$ cat src/rtl/dmem_arb_pkg.sv
// Shared definitions for the data-memory arbiter: owner-state encoding,
// requester port identifiers and small helpers relating the two.
package dmem_arb_pkg;

    // Owner state; the encoding is visible on the owner debug output.
    typedef enum logic [1:0] {
        ST_IDLE = 2'b00,
        ST_CORE = 2'b01,
        ST_DBG  = 2'b10
    } owner_e;

    // Requester identity, used for the round-robin "last served" pointer.
    typedef enum logic {
        PORT_C = 1'b0,
        PORT_D = 1'b1
    } port_e;

    // The port that did not win last time.
    function automatic port_e other_port(input port_e p);
        return (p == PORT_C) ? PORT_D : PORT_C;
    endfunction

    // Owner state that serves a given port.
    function automatic owner_e port_to_state(input port_e p);
        return (p == PORT_C) ? ST_CORE : ST_DBG;
    endfunction

endpackage

$ cat src/rtl/dmem_arb_mux.sv
// Combinational datapath of the arbiter: turns the current owner into the
// per-port acks, steers the owner's address/data/write-enable onto the
// memory and gates the shared read data back to the port being acked.
module dmem_arb_mux
    import dmem_arb_pkg::*;
#(
    parameter int AW = 32,
    parameter int DW = 32
) (
    input  logic          rst_i,
    input  logic [1:0]    state_i,

    input  logic          core_req_i,
    input  logic          core_we_i,
    input  logic [AW-1:0] core_addr_i,
    input  logic [DW-1:0] core_wdata_i,

    input  logic          dbg_req_i,
    input  logic          dbg_we_i,
    input  logic [AW-1:0] dbg_addr_i,
    input  logic [DW-1:0] dbg_wdata_i,

    input  logic [DW-1:0] mem_rd_i,

    output logic          core_ack_o,
    output logic          dbg_ack_o,
    output logic [DW-1:0] core_rdata_o,
    output logic [DW-1:0] dbg_rdata_o,

    output logic          mem_we_o,
    output logic [AW-1:0] mem_addr_o,
    output logic [DW-1:0] mem_wd_o
);

    // Owner select, ack generation and read-data gating.
    always_comb begin
        // NOTE: every output gets a default before the case so no path
        // leaves one unassigned, which would otherwise infer a latch.
        mem_we_o   = 1'b0;
        mem_addr_o = '0;
        mem_wd_o   = '0;

        // A beat completes only for the owner with its request still up;
        // reset masks both so a dropped burst never writes.
        core_ack_o = ~rst_i & (state_i == ST_CORE) & core_req_i;
        dbg_ack_o  = ~rst_i & (state_i == ST_DBG)  & dbg_req_i;

        case (state_i)
            ST_CORE: begin
                mem_addr_o = core_addr_i;
                mem_wd_o   = core_wdata_i;
                mem_we_o   = core_we_i & core_ack_o;
            end
            ST_DBG: begin
                mem_addr_o = dbg_addr_i;
                mem_wd_o   = dbg_wdata_i;
                mem_we_o   = dbg_we_i & dbg_ack_o;
            end
            default: begin
                // Idle: memory sees a quiet, all-zero bus.
            end
        endcase

        // Memory reads combinationally, so data is valid in the ack cycle.
        core_rdata_o = core_ack_o ? mem_rd_i : '0;
        dbg_rdata_o  = dbg_ack_o  ? mem_rd_i : '0;
    end

endmodule

$ cat src/rtl/dmem_arbiter.sv
// Two-port arbiter for the single-port data memory. The core load/store
// path and the debug/loader port share it round-robin per beat; the debug
// port may hold a locked burst, but for at most MAX_BURST beats while the
// core is waiting.
module dmem_arbiter
    import dmem_arb_pkg::*;
#(
    parameter int AW        = 32,
    parameter int DW        = 32,
    parameter int MAX_BURST = 4
) (
    input  logic          clk,
    input  logic          rst,

    input  logic          core_req,
    input  logic          core_we,
    input  logic [AW-1:0] core_addr,
    input  logic [DW-1:0] core_wdata,
    output logic          core_ack,
    output logic [DW-1:0] core_rdata,
    output logic          stall_core,

    input  logic          dbg_req,
    input  logic          dbg_we,
    input  logic [AW-1:0] dbg_addr,
    input  logic [DW-1:0] dbg_wdata,
    input  logic          dbg_lock,
    output logic          dbg_ack,
    output logic [DW-1:0] dbg_rdata,

    output logic          mem_we,
    output logic [AW-1:0] mem_addr,
    output logic [DW-1:0] mem_wd,
    input  logic [DW-1:0] mem_rd,

    output logic [1:0]    owner
);

    // Counter wide enough for 0..MAX_BURST-1 (at least one bit).
    localparam int            CW         = (MAX_BURST > 1) ? $clog2(MAX_BURST) : 1;
    localparam logic [CW-1:0] BURST_LAST = CW'(MAX_BURST - 1);

    owner_e        state_q, state_d;
    port_e         last_q, last_d;
    logic [CW-1:0] burst_cnt_q, burst_cnt_d;

    // Datapath: owner steering and ack/rdata generation.
    dmem_arb_mux #(
        .AW (AW),
        .DW (DW)
    ) u_mux (
        .rst_i        (rst),
        .state_i      (state_q),
        .core_req_i   (core_req),
        .core_we_i    (core_we),
        .core_addr_i  (core_addr),
        .core_wdata_i (core_wdata),
        .dbg_req_i    (dbg_req),
        .dbg_we_i     (dbg_we),
        .dbg_addr_i   (dbg_addr),
        .dbg_wdata_i  (dbg_wdata),
        .mem_rd_i     (mem_rd),
        .core_ack_o   (core_ack),
        .dbg_ack_o    (dbg_ack),
        .core_rdata_o (core_rdata),
        .dbg_rdata_o  (dbg_rdata),
        .mem_we_o     (mem_we),
        .mem_addr_o   (mem_addr),
        .mem_wd_o     (mem_wd)
    );

    assign stall_core = core_req & ~core_ack;
    assign owner      = state_q;

    // Locked debug beats may continue while the core is absent, or while
    // the core has waited fewer than MAX_BURST-1 counted beats.
    logic dbg_keep;
    assign dbg_keep = dbg_req & dbg_lock & (~core_req | (burst_cnt_q < BURST_LAST));

    // Next-owner selection, evaluated every cycle.
    always_comb begin
        state_d = state_q;
        case (state_q)
            ST_IDLE: begin
                if (core_req && dbg_req) begin
                    // Tie: the port that did not win last time goes first.
                    state_d = port_to_state(other_port(last_q));
                end else if (core_req) begin
                    state_d = ST_CORE;
                end else if (dbg_req) begin
                    state_d = ST_DBG;
                end else begin
                    state_d = ST_IDLE;
                end
            end
            ST_CORE: begin
                // Core gets one beat, then yields to a waiting debug port;
                // moving straight across avoids an idle bubble.
                if (dbg_req) begin
                    state_d = ST_DBG;
                end else if (core_req) begin
                    state_d = ST_CORE;
                end else begin
                    state_d = ST_IDLE;
                end
            end
            ST_DBG: begin
                if (dbg_keep) begin
                    state_d = ST_DBG;
                end else if (core_req) begin
                    state_d = ST_CORE;
                end else if (dbg_req) begin
                    state_d = ST_DBG;
                end else begin
                    state_d = ST_IDLE;
                end
            end
            default: begin
                state_d = ST_IDLE;
            end
        endcase
    end

    // Burst counter and round-robin pointer updates.
    always_comb begin
        burst_cnt_d = burst_cnt_q;
        last_d      = last_q;

        if (core_ack) begin
            last_d = PORT_C;
        end else if (dbg_ack) begin
            last_d = PORT_D;
        end

        // The count only measures how long the core has been held off by a
        // locked burst, so it clears whenever that burst ends.
        if ((state_d != ST_DBG) || !dbg_lock) begin
            burst_cnt_d = '0;
        end else if (dbg_ack && core_req && (burst_cnt_q < BURST_LAST)) begin
            burst_cnt_d = burst_cnt_q + CW'(1);
        end
    end

    // State register with synchronous reset; core wins the first tie.
    always_ff @(posedge clk) begin
        // NOTE: sequential state uses non-blocking assignments so every
        // register samples pre-edge values regardless of statement order.
        if (rst) begin
            state_q     <= ST_IDLE;
            last_q      <= PORT_D;
            burst_cnt_q <= '0;
        end else begin
            state_q     <= state_d;
            last_q      <= last_d;
            burst_cnt_q <= burst_cnt_d;
        end
    end

endmodule

$ cat config.mk
export PLATFORM = sky130hd
export DESIGN_NAME = dmem_arbiter
export DESIGN_NICKNAME = d
export VERILOG_FILES = /design/src/rtl/dmem_arb_pkg.sv /design/src/rtl/dmem_arb_mux.sv /design/src/rtl/dmem_arbiter.sv
export SDC_FILE = /design/constraint.sdc
export NUM_CORES = 1
export LEC_CHECK = 0
export CAP_MARGIN = 40
export CORE_AREA = 2 2 118 120
export CTS_BUF_LIST = sky130_fd_sc_hd__clkbuf_8
export DETAILED_ROUTE_END_ITERATION = 6
export DIE_AREA = 0 0 120 122
export SYNTH_ARGS = -nofsm -noshare
export SYNTH_HDL_FRONTEND = slang
export SYNTH_SLANG_ARGS = --single-unit
$ cat constraint.sdc
create_clock -name clk -period 2.3 [get_ports clk]
set_clock_uncertainty 0.15 [all_clocks]
set_input_delay 0.345 -clock clk [delete_from_list [all_inputs] [get_ports clk]]
set_output_delay 0.345 -clock clk [all_outputs]
set_load 0.005 [all_outputs]
-- After elaboration in Yosys (flattened, before gate mapping)
Index checks and enable logic that the tools add are counted.
- word-level logic and storage cells: 44
- register bits: 5
- magnitude comparators: 1
- $add $sub $neg: 1
- mux-type cells: 15
- bitwise gates (word level): 13
- eq/ne operators: 3
- reduce and logical (&&, ||, !) cells: 8
- operators with widths (cell ; number):
    $pmux W32 S2 ; 2
    $mux W32 ; 2
    $mux W2 ; 6
    $and A1 B1 Y1 ; 9
    $pmux W2 S3 ; 1
    $logic_and A1 B1 Y1 ; 3
    $mux W1 ; 3
    $not A1 Y1 ; 3
    $add A2 B1 Y2 const B ; 1
    $eq A2 B1 Y1 const B ; 1
    $eq A2 B2 Y1 const B ; 1
    $logic_not A2 Y1 ; 1
    $lt A2 B2 Y1 const B ; 1
    $ne A2 B2 Y1 const B ; 1
    $pmux W1 S2 ; 1
    $reduce_bool A2 Y1 ; 1
    $reduce_or A2 Y1 ; 1
    $logic_not A1 Y1 ; 1
    $logic_or A1 B1 Y1 ; 1
    $or A1 B1 Y1 ; 1

-- Longest topological paths before layout
- word-level depth: 8
- mapped depth: 8
- gate-level depth less buffers: 6

-- Modules after synthesis
From an unflattened synthesis, not the netlist that was laid out.
- cells, all modules: 258
- area, all modules: 1656.6 um^2
- modules (own cells, without submodules) (module ; area an instance (um^2) ; cells an instance ; sequential area each (um^2) ; instances):
    dmem_arb_mux ; 1391.3 ; 230 ; 0.0 ; 1
    dmem_arbiter ; 265.3 ; 28 ; 100.1 ; 1

-- Least setup slack after synthesis
No wires, ideal clock.
- path type: reg2out
- start: register state_q[0] (netlist: owner[0])
- end: output port dbg_rdata[22]
- setup slack: 0.411 ns
- arrival time: 1.394 ns
- cell stages (with the launch flop): 8
- path through: dfxtp_1 inv_1 ha_1 buf_2 and3b_1 buf_4 clkbuf_1 and2_1
- longest elaborated chain between the ends: 4
- RTL lines (what ; RTL line ; text):
    start, declared ; dmem_arbiter.sv:43 ; owner_e state_q, state_d;
    start signal, assigned ; dmem_arbiter.sv:153 ; state_q <= state_d;
    $eq A2 B2 Y1 ; dmem_arb_mux.sv:46 ; dbg_ack_o = ~rst_i & (state_i == ST_DBG) & dbg_req_i;
    $and A1 B1 Y1 (2 in series) ; dmem_arb_mux.sv:46 ;
    named net dbg_ack ; dmem_arbiter.sv:28 ; output logic dbg_ack,
    $mux W32 ; dmem_arb_mux.sv:66 ; dbg_rdata_o = dbg_ack_o ? mem_rd_i : '0;
    end, declared ; dmem_arbiter.sv:29 ; output logic [DW-1:0] dbg_rdata,
The timed path passes the listed nets, and every way through them passes these cells.

-- Worst setup path after layout
- start: register state_q[0] (netlist: owner[0])
- end: output port dbg_rdata[21]
- longest elaborated chain between the ends: 4
- RTL lines (what ; RTL line):
    $eq A2 B2 Y1 ; dmem_arb_mux.sv:46
    $and A1 B1 Y1 (2 in series) ; dmem_arb_mux.sv:46
    $mux W32 ; dmem_arb_mux.sv:66
No other way between the ends.

==> qor.yml <==
n_fill_cell: 1406
yosysTopAreaCell: "a22oi_1"
rsz0062_at_grt: "no"
worstPathArrival_ns: 1.75
synth.top_cell.area_share_pct: 27.1
whs_ns: 0.354
drc: 0
synth_common_cells: "nor2b_1, a22oi_1, and2_1"
dp.cells: 731
crit_type: "reg -> out"
synth_warnings: 0
insertion_delay_ns: 0.23
period_needed_ns: 2.24
num_io_pins: 301
netlist_instances: 267
fin_crit_sh_pct: 97.5
area_growth_pct: 213
p_leak_uw: 0.00263
grt_start_max_net_pins: 20
wl_per_cell_um: 18.0
min_path_type: "reg -> reg"
power.density_mw_per_mm2: 237
final_cells: 763
core_mm2: 0.0135
antenna_found_initial: 0
cts_tree: "built"
status: "finished clean"
startpoint_type: "flip-flop"
synth_top_flop_cell: "dfxtp_1"
ant_nets: 0
maxCapViolCount: 0
max-slew-margin-rel_pct: 75.2
gp_congestion: 0.743
synth.area.top_cells: "a22oi_1, nor2b_1, and2_1, dfxtp_1, buf_2"
synth_edf_count: 0
dieHeight_um: 122
clk_pin_slew_ns: 0.04
async_flop_share_pct: 0
cts_buffer_depth: 2
utilization_pct: 41.8
numPortBuffers: 300
drt_wl_total_um: 13800
clockRootBuffer: "clkbuf_8"
ys_seq_elements: 5
vias: 3269
finalSetupViolCount: 0
viasPerCell: 4.28
start_util_pct: 13.4
first_iter_violations: 77
cts.sinks: 5
die_area_mm2: 0.0146
dp_hpwl_um: 9160
fin_nets: 756
critical_path.max_fanout: 17
drive_gt1_share_pct: 12.9
rows: 43
grt_use_total_pct: 17.2
diodes: 0
max_freq_mhz: 446
grt_pass1_wl_um: 19400
synth_most_common_cell: "nor2b_1"
avgSynthCellArea_um2: 6.75
ys_types: 28
hold_viol: 0
synth_nets: 439
fp.dieW_um: 120
slew_violations: 0
setup-tns-final_ns: 0
ys_seq_area_share_pct: 5.55
first_global_vias: 3406
power_uw: 1340
crit_path_end_kind: "output pin"
worst_slew_pin_slew_ns: 0.366
syn_area_mm2: 0.00180
holdBufCountCts: 0
crit_required_ns: 1.80
htreeDepth: 1
drtPass1Iterations: 5
gr-total-overflow: 0
peakVddDrop_uv: 146
numCtsBuffers: 3
[logic make-up (layout without fill, tap and decap cells)]
family,Yosys count,in the layout,share of synthesized area [%]
and+or+nand+nor,149,149,52.2
AOI/OAI and AO/OA,72,72,29.6
buffers and inverters,34,350,8.19
adders and majority gates,5,5,3.47
DFF,5,5,5.55
xor gates and xnor gates,1,1,0.486
muxes,1,1,0.555
[worst max-delay path, cell delays in order (launching register included)]
cell and delay, ns:
dfxtp_4 0.37, inv_4 0.05, ha_4 0.17, and3b_2 0.24
buf_12 0.14, buf_16 0.14, and2_1 0.15, dlygate4sd2_1 0.26
[per-stage QoR]
stage          cell area, um2  setup WS (ns)
2_1_floorplan            1800          0.411
3_3_place_gp             5100         -0.189
3_5_place_dp             5100         -0.200
4_1_cts                  5590         0.0114
5_1_grt                  5640        0.00218
6_report                 5640         0.0566
[layer usage]
metal  part of all wire, %  routed length [um]  track usage, %  up-vias
met5                     0                   0               0        -
met4                  0.33                  46            1.84        0
met3                   7.9                1080            3.79        5
met2                    52                7110            33.1      185
met1                    40                5510            19.8     1513
li1                      -                   -               -     1566
[cell usage in the layout, fill, tap and decap left out, types with 8 or more instances in the layout]
cell type / netlist / routed
a22oi_1: 65 / 52
a22oi_2: 0 / 13
and2_1: 65 / 65
buf_12: 0 / 13
buf_16: 0 / 8
buf_4: 1 / 15
clkdlybuf4s50_1: 0 / 167
dlygate4sd2_1: 0 / 131
nor2b_1: 68 / 64
[path summary, 6_finish.rpt]
check	endpoint	cells past startpoint	slack, ns	from
setup reg to reg	burst_cnt_q[0]	8	0.32	owner[0]
setup / recovery	dbg_rdata[21]	7	0.06	owner[0]
hold reg to reg	last_q	2	0.35	last_q
hold / removal	last_q	2	0.35	last_q
[power breakdown]
| group | internal [uW] | switching, uW | total (uW) |
|---|---|---|---|
| registers | 91.6 | 6.26 | 97.8 |
| logic | 702 | 376 | 1080 |
| clock network | 115 | 48.2 | 163 |
| total | 908 | 431 | 1340 |
[registers in the layout, indices dropped and copies added, names as in the netlist]
| signal | count |
|---|---|
| last_q | 1 |
| burst_cnt_q | 2 |
| owner | 2 |
[layout make-up]
| class | instances | area (um2) | share of cell area, % |
|---|---|---|---|
| Clock buffer | 3 | 41.3 | 0.732 |
| Clock inverter | 1 | 3.75 | 0.0665 |
| Inverter | 4 | 20.0 | 0.355 |
| Multi-Input combinational cell | 228 | 1680 | 29.7 |
| Sequential cell | 5 | 108 | 1.91 |
| Tap cell | 180 | 225 | 3.99 |
| Timing Repair Buffer | 342 | 3570 | 63.2 |
[what timing repair did]
action,4_1_cts,5_1_grt
resized for setup,166,13
setup buffers,17,0
cloned,11,1
pin swaps,4,2
endpoints found under the setup margin,131,30
Power figures use the tool's default switching activity.
